--- src/rtl/mips_mc_pkg.sv ---
// mips_mc_pkg: opcodes, FSM states, ALU codes and control word for the multicycle MIPS core.
// MIPS_MC_JUMP_BNE_EN turns on decode of bne and j (otherwise both are illegal).
package mips_mc_pkg;

    localparam logic [5:0] OP_RTYPE = 6'h00, OP_J = 6'h02, OP_BEQ = 6'h04, OP_BNE = 6'h05,
                           OP_ADDI = 6'h08, OP_LW = 6'h23, OP_SW = 6'h2B;
    localparam logic [5:0] FN_ADD = 6'h20, FN_SUB = 6'h22, FN_AND = 6'h24, FN_OR = 6'h25,
                           FN_SLT = 6'h2A;
    localparam logic [2:0] ALU_ADD = 3'd0, ALU_SUB = 3'd1, ALU_AND = 3'd2, ALU_OR = 3'd3,
                           ALU_SLT = 3'd4;
    localparam logic [1:0] SRCB_REG = 2'd0, SRCB_FOUR = 2'd1, SRCB_IMM = 2'd2, SRCB_IMM2 = 2'd3;
    localparam logic [1:0] PC_ALU = 2'd0, PC_ALUOUT = 2'd1, PC_JUMP = 2'd2;

`ifdef MIPS_MC_JUMP_BNE_EN
    localparam bit JB_EN = 1'b1;
`else
    localparam bit JB_EN = 1'b0;
`endif

    typedef enum logic [3:0] {
        S_FETCH, S_DECODE, S_MEMADR, S_MEMRD, S_MEMWB, S_MEMWR, S_EXEC,
        S_ALUWB, S_ADDIEX, S_ADDIWB, S_BRANCH, S_JUMP, S_HALT
    } state_t;

    typedef struct packed {
        logic       pc_write;
        logic       branch;
        logic       branch_ne;
        logic       iord;
        logic       ir_write;
        logic       mem_req;
        logic       mem_we;
        logic       reg_dst;
        logic       mem_to_reg;
        logic       reg_write;
        logic       alu_src_a;
        logic [1:0] alu_src_b;
        logic [2:0] alu_op;
        logic [1:0] pc_src;
    } ctrl_t;

    function automatic logic funct_ok(input logic [5:0] fn);
        return fn inside {FN_ADD, FN_SUB, FN_AND, FN_OR, FN_SLT};
    endfunction

    function automatic logic [2:0] funct_op(input logic [5:0] fn);
        return fn == FN_SUB ? ALU_SUB : fn == FN_AND ? ALU_AND : fn == FN_OR ? ALU_OR :
               fn == FN_SLT ? ALU_SLT : ALU_ADD;
    endfunction

    function automatic state_t decode_state(input logic [5:0] op, input logic [5:0] fn);
        state_t s;
        s = S_HALT;
        case (op)
            OP_RTYPE:     s = funct_ok(fn) ? S_EXEC : S_HALT;
            OP_LW, OP_SW: s = S_MEMADR;
            OP_BEQ:       s = S_BRANCH;
            OP_BNE:       s = JB_EN ? S_BRANCH : S_HALT;
            OP_J:         s = JB_EN ? S_JUMP : S_HALT;
            OP_ADDI:      s = S_ADDIEX;
            default:      s = S_HALT;
        endcase
        return s;
    endfunction

    function automatic ctrl_t ctrl_of(input state_t s, input logic [5:0] op, input logic [5:0] fn);
        ctrl_t c;
        c = '0;
        case (s)
            S_FETCH: begin
                c.pc_write  = 1'b1;
                c.ir_write  = 1'b1;
                c.mem_req   = 1'b1;
                c.alu_src_b = SRCB_FOUR;
            end
            S_DECODE: c.alu_src_b = SRCB_IMM2;
            S_MEMADR, S_ADDIEX: begin
                c.alu_src_a = 1'b1;
                c.alu_src_b = SRCB_IMM;
            end
            S_MEMRD: begin
                c.iord    = 1'b1;
                c.mem_req = 1'b1;
            end
            S_MEMWR: begin
                c.iord    = 1'b1;
                c.mem_req = 1'b1;
                c.mem_we  = 1'b1;
            end
            S_MEMWB: begin
                c.reg_write  = 1'b1;
                c.mem_to_reg = 1'b1;
            end
            S_EXEC: begin
                c.alu_src_a = 1'b1;
                c.alu_src_b = SRCB_REG;
                c.alu_op    = funct_op(fn);
            end
            S_ALUWB: begin
                c.reg_write = 1'b1;
                c.reg_dst   = 1'b1;
            end
            S_ADDIWB: c.reg_write = 1'b1;
            S_BRANCH: begin
                c.branch    = 1'b1;
                c.branch_ne = op == OP_BNE;
                c.pc_src    = PC_ALUOUT;
            end
            S_JUMP: begin
                c.pc_write = 1'b1;
                c.pc_src   = PC_JUMP;
            end
            default: c.pc_src = PC_ALU;
        endcase
        return c;
    endfunction

endpackage

--- src/rtl/mips_mc_ctrl.sv ---
// mips_mc_ctrl: main-control FSM; registers the control word of the state being entered.
// MIPS_MC_JUMP_BNE_EN (through the package decode) adds the JUMP state and bne.
module mips_mc_ctrl
    import mips_mc_pkg::*;
(
    input  logic       clk,
    input  logic       reset,
    input  logic [5:0] opcode,
    input  logic [5:0] funct,
    input  logic       mem_ready_i,
    output ctrl_t      ctrl,
    output logic       halted
);

    state_t state, next;
    logic   done;

    assign done = ctrl.mem_req & mem_ready_i;

    always_comb begin
        next = state;
        case (state)
            S_FETCH:  next = done ? S_DECODE : S_FETCH;
            S_DECODE: next = decode_state(opcode, funct);
            S_MEMADR: next = opcode == OP_LW ? S_MEMRD : S_MEMWR;
            S_MEMRD:  next = done ? S_MEMWB : S_MEMRD;
            S_MEMWR:  next = done ? S_FETCH : S_MEMWR;
            S_EXEC:   next = S_ALUWB;
            S_ADDIEX: next = S_ADDIWB;
            S_HALT:   next = S_HALT;
            default:  next = S_FETCH;
        endcase
    end

    always_ff @(posedge clk) begin
        if (reset) begin
            state  <= S_FETCH;
            ctrl   <= ctrl_of(S_FETCH, opcode, funct);
            halted <= 1'b0;
        end else begin
            state  <= next;
            ctrl   <= ctrl_of(next, opcode, funct);
            halted <= next == S_HALT;
        end
    end

endmodule

--- src/rtl/mips_mc_core.sv ---
// mips_mc_core: multicycle MIPS-subset core (add/sub/and/or/slt, lw, sw, beq, addi) on one req/ready port.
// Define MIPS_MC_JUMP_BNE_EN to also execute bne and j.
module mips_mc_core
    import mips_mc_pkg::*;
#(
    parameter int unsigned   AW       = 32,
    parameter logic [AW-1:0] RESET_PC = '0,
    parameter int unsigned   GPIO_W   = 8,
    parameter int unsigned   GPIO_REG = 9
) (
    input  logic              clk,
    input  logic              reset,
    output logic              mem_req_o,
    output logic              mem_we_o,
    output logic [AW-1:0]     mem_addr_o,
    output logic [31:0]       mem_wdata_o,
    input  logic [31:0]       mem_rdata_i,
    input  logic              mem_ready_i,
    output logic [GPIO_W-1:0] gpio_o,
    output logic              halted_o
);

    ctrl_t             cw;
    logic [AW-1:0]     pc, pc_next, jump_target;
    logic [31:0]       ir, a, b, alu_out, mdr, imm, src_a, src_b, alu_y, wdata;
    logic [31:0]       regs [32];
    logic [4:0]        waddr;
    logic [GPIO_W-1:0] gpio;
    logic              mem_done, take, pc_en;

    mips_mc_ctrl u_ctrl (
        .clk         (clk),
        .reset       (reset),
        .opcode      (ir[31:26]),
        .funct       (ir[5:0]),
        .mem_ready_i (mem_ready_i),
        .ctrl        (cw),
        .halted      (halted_o)
    );

    assign imm         = {{16{ir[15]}}, ir[15:0]};
    assign mem_done    = cw.mem_req & mem_ready_i;
    assign take        = cw.branch & ((a == b) ^ cw.branch_ne);
    assign pc_en       = (cw.pc_write & (~cw.mem_req | mem_ready_i)) | take;
    // Upper PC bits survive a jump only when AW exceeds the 28-bit jump field.
    assign jump_target = AW'({ir[25:0], 2'b00}) | (pc & ~AW'({28{1'b1}}));

    assign src_a = cw.alu_src_a ? a : 32'(pc);
    assign src_b = cw.alu_src_b == SRCB_REG ? b : cw.alu_src_b == SRCB_FOUR ? 32'd4 :
                   cw.alu_src_b == SRCB_IMM ? imm : imm << 2;
    assign alu_y = cw.alu_op == ALU_SUB ? src_a - src_b :
                   cw.alu_op == ALU_AND ? src_a & src_b :
                   cw.alu_op == ALU_OR  ? src_a | src_b :
                   cw.alu_op == ALU_SLT ? {31'd0, $signed(src_a) < $signed(src_b)} : src_a + src_b;

    assign pc_next = cw.pc_src == PC_ALUOUT ? alu_out[AW-1:0] :
                     cw.pc_src == PC_JUMP ? jump_target : alu_y[AW-1:0];
    assign waddr   = cw.reg_dst ? ir[15:11] : ir[20:16];
    assign wdata   = cw.mem_to_reg ? mdr : alu_out;

    assign mem_req_o   = cw.mem_req & ~reset;
    assign mem_we_o    = cw.mem_we & ~reset;
    assign mem_addr_o  = cw.iord ? alu_out[AW-1:0] : pc;
    assign mem_wdata_o = b;
    assign gpio_o      = gpio;

    // A, B and ALUOut freeze while a request is open so address and store data stay stable.
    always_ff @(posedge clk) begin
        if (reset) begin
            pc      <= RESET_PC;
            ir      <= '0;
            a       <= '0;
            b       <= '0;
            alu_out <= '0;
            mdr     <= '0;
            gpio    <= '0;
            for (int i = 0; i < 32; i++) regs[i] <= '0;
        end else begin
            if (pc_en) pc <= pc_next;
            if (cw.ir_write && mem_done) ir <= mem_rdata_i;
            if (cw.iord && mem_done && !cw.mem_we) mdr <= mem_rdata_i;
            if (!cw.mem_req) begin
                a       <= regs[ir[25:21]];
                b       <= regs[ir[20:16]];
                alu_out <= alu_y;
            end
            if (cw.reg_write && waddr != 5'd0) begin
                regs[waddr] <= wdata;
                if (waddr == 5'(GPIO_REG)) gpio <= wdata[GPIO_W-1:0];
            end
        end
    end

endmodule

--- config.mk ---
export PLATFORM = sky130hd
export DESIGN_NAME = mips_mc_core
export DESIGN_NICKNAME = d
export VERILOG_FILES = /design/src/rtl/mips_mc_pkg.sv /design/src/rtl/mips_mc_ctrl.sv /design/src/rtl/mips_mc_core.sv
export SDC_FILE = /design/constraint.sdc
export NUM_CORES = 2
export LEC_CHECK = 0
export ABC_CLOCK_PERIOD_IN_PS = 5240
export CAP_MARGIN = 20
export CORE_MARGIN = 3
export CORE_UTILIZATION = 60
export CTS_CLUSTER_SIZE = 28
export DETAILED_ROUTE_END_ITERATION = 8
export GPL_TIMING_DRIVEN = 0
export PLACE_DENSITY = 0.77
export SETUP_SLACK_MARGIN = 0.1
export SYNTH_ARGS = -nofsm -noshare
export SYNTH_HDL_FRONTEND = slang
export SYNTH_SLANG_ARGS = --single-unit
export TNS_END_PERCENT = 5
--- constraint.sdc ---
create_clock -name clk -period 5.24 [get_ports clk]
set_input_delay 0.524 -clock clk [delete_from_list [all_inputs] [get_ports clk]]
set_output_delay 0.524 -clock clk [all_outputs]
set_load 0.05 [all_outputs]
After elaboration in Yosys (flattened, before gate mapping):

Memories as Yosys holds them, arrays and structs flattened. A register that Yosys moved wholly into a read port is not among the register bits.
Index checks and enable logic that the tools add are counted.

* equality and inequality tests: 39
* mux-type cells: 44
* bitwise operators: 15
* order comparisons: 1
* reductions and logical operators: 26
* $add $sub $neg: 2

Operator list (count)
* 2-to-1 mux 32 bit: 12
* equality test 6 bit, second input constant: 7
* adder 32 bit: 1
* bitwise AND 32 bit: 1
* equality test 32 bit: 1
* < comparator 32 bit: 1
* bitwise OR 28 x 32 -> 32 bit: 1
* bitwise OR 32 bit: 1
* case mux 4 bit (8 select lines): 1
* OR reduction 32 bit: 1
* subtractor 32 bit: 1
* equality test 4 bit, second input constant: 7
* equality test 4 x 3 -> 1 bit, second input constant: 6
* 2-to-1 mux 1 bit: 17
* 2-to-1 mux 17 bit: 1
* equality test 4 x 2 -> 1 bit, second input constant: 4
* case mux 4 bit (4 select lines): 1
* equality test 6 x 3 -> 1 bit, second input constant: 2
* 2-to-1 mux 3 bit: 4
* OR reduction 2 bit: 6
* OR reduction 3 bit: 4
* 2-to-1 mux 5 bit: 2
* nonzero test 5 bit: 2
* equality test 4 x 1 -> 1 bit, second input constant: 2
* 22 further kinds: 41

* memory bits (writable): 1024
* memories kept: 1
* flip-flop bits (word level): 159

Memories
* regs: words 32, width 32, rd ports 2, clocked after Yosys merged registers in 2, wr ports 32, RTL line mips_mc_core.sv:26 `logic [31:0] regs [32];`

Depth between registers and ports, before layout:

* depth after elaboration: 11
* gate-level depth with buffers: 16
* gate-level depth less buffers: 14

Cells and area by module:

Synthesis repeated with hierarchy kept, for this count alone.

* cell total of the unflattened synthesis: 5319
* area, all modules: 67474.7 µm²

By module, submodules not included
* mips_mc_core: seq. area each 34753.3 µm², instances 1, cells an instance 5208, area each 66432.5 µm²
* mips_mc_ctrl: seq. area each 440.4 µm², instances 1, cells an instance 111, area each 1042.2 µm²

Worst setup path after synthesis:

Ideal clock, no wire load.

* path type: register to register
* start: reg u_ctrl.ctrl[7] (netlist name)
* end: reg alu_out[30]
* arrival: 3.741 ns
* clock period less this slack: 3.888 ns
* setup time: 0.147 ns
* cell stages (with the launch flop): 16
* required time: 5.093 ns
* path buffers: 2
* slack: 1.352 ns
* cells stage by stage: dfxtp_1 > clkbuf_1 > clkbuf_1 > mux2i_1 > inv_1 > ha_1 > fa_1 > a211oi_1 > o21bai_1 > o2111ai_2 > a21oi_1 > o2111ai_1 > nand2_1 > a32o_1 > o32ai_1 > a311oi_1

* longest elaborated chain between the ends: 6
* elaborated cells on any way between the ends: 9

RTL lines
* start, declared: RTL line mips_mc_ctrl.sv:11 `output ctrl_t ctrl,`
* start signal, assigned: RTL line mips_mc_ctrl.sv:38 `ctrl <= ctrl_of(S_FETCH, opcode, funct);`
* start signal, assigned: RTL line mips_mc_ctrl.sv:42 `ctrl <= ctrl_of(next, opcode, funct);`
* 2-to-1 mux 32 bit *: RTL line mips_mc_core.sv:48 `assign src_a = cw.alu_src_a ? a : 32'(pc);`
* adder 32 bit: RTL line mips_mc_core.sv:54 `cw.alu_op == ALU_SLT ? {31'd0, $signed(src_a) < $signed(src_b)} : src_a + src_b;`
* 2-to-1 mux 32 bit: RTL line mips_mc_core.sv:54
* 2-to-1 mux 32 bit: RTL line mips_mc_core.sv:53 `cw.alu_op == ALU_OR ? src_a | src_b :`
* 2-to-1 mux 32 bit: RTL line mips_mc_core.sv:52 `cw.alu_op == ALU_AND ? src_a & src_b :`
* 2-to-1 mux 32 bit *: RTL line mips_mc_core.sv:51 `assign alu_y = cw.alu_op == ALU_SUB ? src_a - src_b :`
* end signal, assigned: RTL line mips_mc_core.sv:85 `alu_out <= alu_y;`
* end, declared: RTL line mips_mc_core.sv:25 `logic [31:0] ir, a, b, alu_out, mdr, imm, src_a, src_b, alu_y, wdata;`

Every way passes the cells marked *; elsewhere a longest branch is shown, timed or not.
A chain may end at the register's enable or synchronous reset.

==> flow_summary_export.csv <==
group,metric,value,unit
run_status,violations,"setup timing",
synthesis,yosys.area_share.adder,1.95,%
detailed_routing,first_pass_iters,7,
synthesis,synth-edff-count,1024,
timing,skew,0.0319,ns
timing,finalSetupTns,-0.143,ns
detailed_routing,drtAntennaViolNets,0,
global_routing,grt_pass1_vias,50400,
timing,fin_crit_sh,100,%
final_layout,final_layout_size_suffix_gt1_share,18.6,%
detailed_routing,drc_errors,0,
worst_hold_path,hold_path_class,"input pin to register",
critical_path,worstPathArrival,5.61,ns
clocking,htree_levels,3,
synthesis,synth_compound_area_share,6.11,%
power,pwr-share-seq,36.6,%
timing,finalHoldViolCount,0,
timing,setup_ws,-0.0245,ns
timing,finalSetupViolCount,15,
placement,port_buffers,109,
floorplan,die_w,341,µm
timing,finalCriticalPeriod,5.26,ns
detailed_routing,first_iter_violations,7816,
global_routing,antenna_found_initial,10,
clocking,cts_setup_buffers,0,
global_routing,grt_max_degree,33,
floorplan,start_util,60.6,%
clocking,cts_num_sinks,1247,
critical_path,critPathLaunchType,"register",
detailed_routing,wirelength,245,mm
critical_path,path_class,"register to register",
synthesis,synth_cells,5265,
clocking,cts_buffers,121,
synthesis,ys_types,99,
global_routing,track_usage,42.0,%
synthesis,synth_xor_area_share,0.626,%
flow_run,cap_violations,0,
power,powerDensity,435,nW/µm²
worst_hold_path,min_to,"ir[6]",
timing,relSlewSlack,16.9,%
clocking,insertion_delay,0.75,ns
detailed_routing,dr_total_vias,51100,
worst_hold_path,min-delay-start,"mem_rdata_i[6]",
synthesis,synthesis.area,67200,µm²
critical_path,max_stage_delay,0.88,ns
critical_path,r2r_end,"regs[2][9]",
synthesis,synth_top_family_by_area,"multiplexers",
power,netSwitchingPower,12.2,mW
synthesis,synth_ff_type,"edfxtp_1",
critical_path,cp_max_fo,32,
floorplan,fp.coreArea,111000,µm²
worst_hold_path,worstHoldPathCells,3,
clocking,cts_tree,"built",
clocking,clock-root-buffer,"clkbuf_16",
synthesis,synth-seq-cells,1247,
final_layout,nNetsFinal,5709,
critical_path,required,5.59,ns
synthesis,syn_area_per_cell,12.8,µm²
power,clock_power_share,28.1,%
global_routing,grt-ovfl-total,0,
run_status,status,"complete, but fails checks",
global_routing,grt_pass1_wl,347,mm
detailed_routing,vias_per_cell,7.12,
floorplan,fp.dieH,341,µm
power,internal_power,20.6,mW
power,p_total,32.8,mW
synthesis,muxShareOfSynthArea,24.8,%
synthesis,yosysWarnings,0,
critical_path,reg2reg_from,"ir[17]",
placement,dpl.hpwl,189,mm
timing,slew_violations,0,
floorplan,rows,122,
floorplan,die_area,116000,µm²
clocking,path_clk_slew,0.07,ns
floorplan,io_pins,110,
clocking,ctsLongestPathBuffers,3,
timing,rsz0062_at_grt,"yes",
final_layout,area.growth.synth_to_final,12.1,%
synthesis,synthArstFlopShare,0,%
power,ir_worst_vdd,329,µV
power,power_leakage,24.7,nW
detailed_routing,routedWlPerCell,34.2,µm
critical_path,crit_chain,"clkbuf_1 > buf_2 > buf_2 > mux2i_1 > nor2_1 > nand2_1 > clkbuf_1 > nand2_2",
power,power_frac_comb,35.3,%
placement,place_congestion,1.02,
critical_path,critPathCaptureType,"register",
timing,tightest_slew,1.24,ns
power,switching_share,37.2,%
critical_path,r2r_cells,8,
critical_path,r2r_slack,-0.02,ns
synthesis,synthSimpleGateAreaFrac,10.6,%
critical_path,crit_slowest_cell,"nor2_1",
timing,fmax,0.190,GHz
synthesis,ys_seq_area_share,52.4,%
[through the flow]
step,instances,hold slack (ns),utilization [%],instance area [µm²],setup WS [ns]
global placement,6895,0.431,63.4,70300,-0.864
finish,7177,0.386,67.9,75300,-0.0245
global route,7169,0.405,67.9,75300,0.0304
detailed placement,6928,0.440,64.0,71000,-0.751
CTS,7158,0.361,67.8,75100,0.0997
floorplan,5298,0.436,-,67300,1.35
[worst max-delay path, delay by kind of cell, from the launching register on]
kind	cells	cell delay [ns]
multiplexers	1	0.19
AND/OR/NAND/NOR	3	2.25
buffers and inverters	4	2.05
flip-flops	1	0.31
[per-layer routing]
layer	global-route usage, %	routed length, µm	share of wire [%]
met4	26.9	19700	8.0
met3	13.3	34100	14
met5	0.125	187	0.076
met1	48.9	76100	31
met2	67.7	115000	47
[synth_stat cells, types with 8 or more instances]
library cell	number	area [µm²]
xnor2_1	46	403
o21a_1	10	75.1
nor2b_1	15	93.8
a21o_1	36	270
clkbuf_1	381	1430
nor3_1	35	175
dfxtp_1	223	4460
and3_1	8	50.1
ha_1	100	1250
o221ai_1	11	96.3
mux2i_1	165	1650
a21oi_1	271	1360
buf_1	41	154
edfxtp_1	1024	30700
inv_1	119	447
a311oi_1	12	105
a31oi_1	17	106
nand2b_1	20	125
nor4_1	10	62.6
o21ai_0	93	465
nand3_1	20	100
a211o_1	8	70.1
nor2_1	1278	4800
nor3b_1	12	90.1
o31ai_1	14	105
nand2_1	300	1130
mux2_2	50	563
a22o_1	16	140
nand4_1	18	113
o211ai_1	11	82.6
a211oi_1	22	165
mux4_2	640	14400
o22ai_1	8	50.1
buf_2	60	300
a22oi_1	8	60.1
[timing repair]
action | 4_1_cts | 5_1_grt
gates resized for setup | 14 | 8
hold buffers | 0 | 0
endpoints found under the setup margin | 35 | 33
[worst max path at each step]
| stage | startpoint | to | slack, ns | cells after the start |
|---|---|---|---|---|
| after floorplan | u_ctrl.ctrl[7] | alu_out[30] | 1.35 | 15 |
| after global placement | reset | regs[16][8] | -0.86 | 8 |
| after detailed placement | u_ctrl.ctrl[7] | pc[21] | -0.75 | 15 |
| after CTS | u_ctrl.ctrl[7] | alu_out[30] | 0.1 | 15 |
| after global routing | u_ctrl.ctrl[5] | pc[0] | 0.03 | 14 |
| final | ir[17] | regs[2][9] | -0.02 | 8 |
[flip-flops by register name, summed over array words and instances, names as in the netlist]
register / cells
a: 32
alu_out: 32
gpio_o: 8
ir: 32
mdr: 32
mem_wdata_o: 32
pc: 32
regs: 1024
u_ctrl.ctrl: 18
u_ctrl.halted: 1
u_ctrl.state: 4
[cell usage in the layout (no fill, tap or decap), drive strengths merged, types with 36 or more instances in the layout]
master	n
a21o	36
a21oi	273
buf	147
clkbuf	537
clkdlybuf4s50	109
clkinv	54
dfxtp	223
edfxtp	1024
ha	100
inv	127
mux2	51
mux2i	165
mux4	640
nand2	300
nor2	1278
nor3	36
o21ai	100
xnor2	46
[logic make-up after synthesis]
family / after synthesis
flip-flops: 1247
XOR/XNOR: 48
AND/OR/NAND/NOR: 1759
AO/OA/AOI/OAI: 639
other: 1
adder cells (fa/ha/maj): 104
multiplexers: 856
buffers and inverters: 611
[power groups by stage]
stage               combinational, mW  clock (mW)  sequential [mW]
floorplan                        6.94           0             12.1
CTS                              11.1        9.11             12.0
global placement                 10.8           0             12.1
global route                     12.0        9.49             12.0
finish                           11.6        9.20             12.0
detailed placement               11.0           0             12.1
[layout make-up]
type | count | area (µm²)
Fill cell | 7734 | 35500
Sequential cell | 1247 | 35200
Multi-Input combinational cell | 3440 | 29800
Clock buffer | 155 | 3370
Buffer | 487 | 1940
Timing Repair Buffer | 151 | 1860
Tap cell | 1488 | 1860
Clock inverter | 75 | 756
Inverter | 124 | 465
Antenna cell | 10 | 25.0
Power figures use the tool's default switching activity.
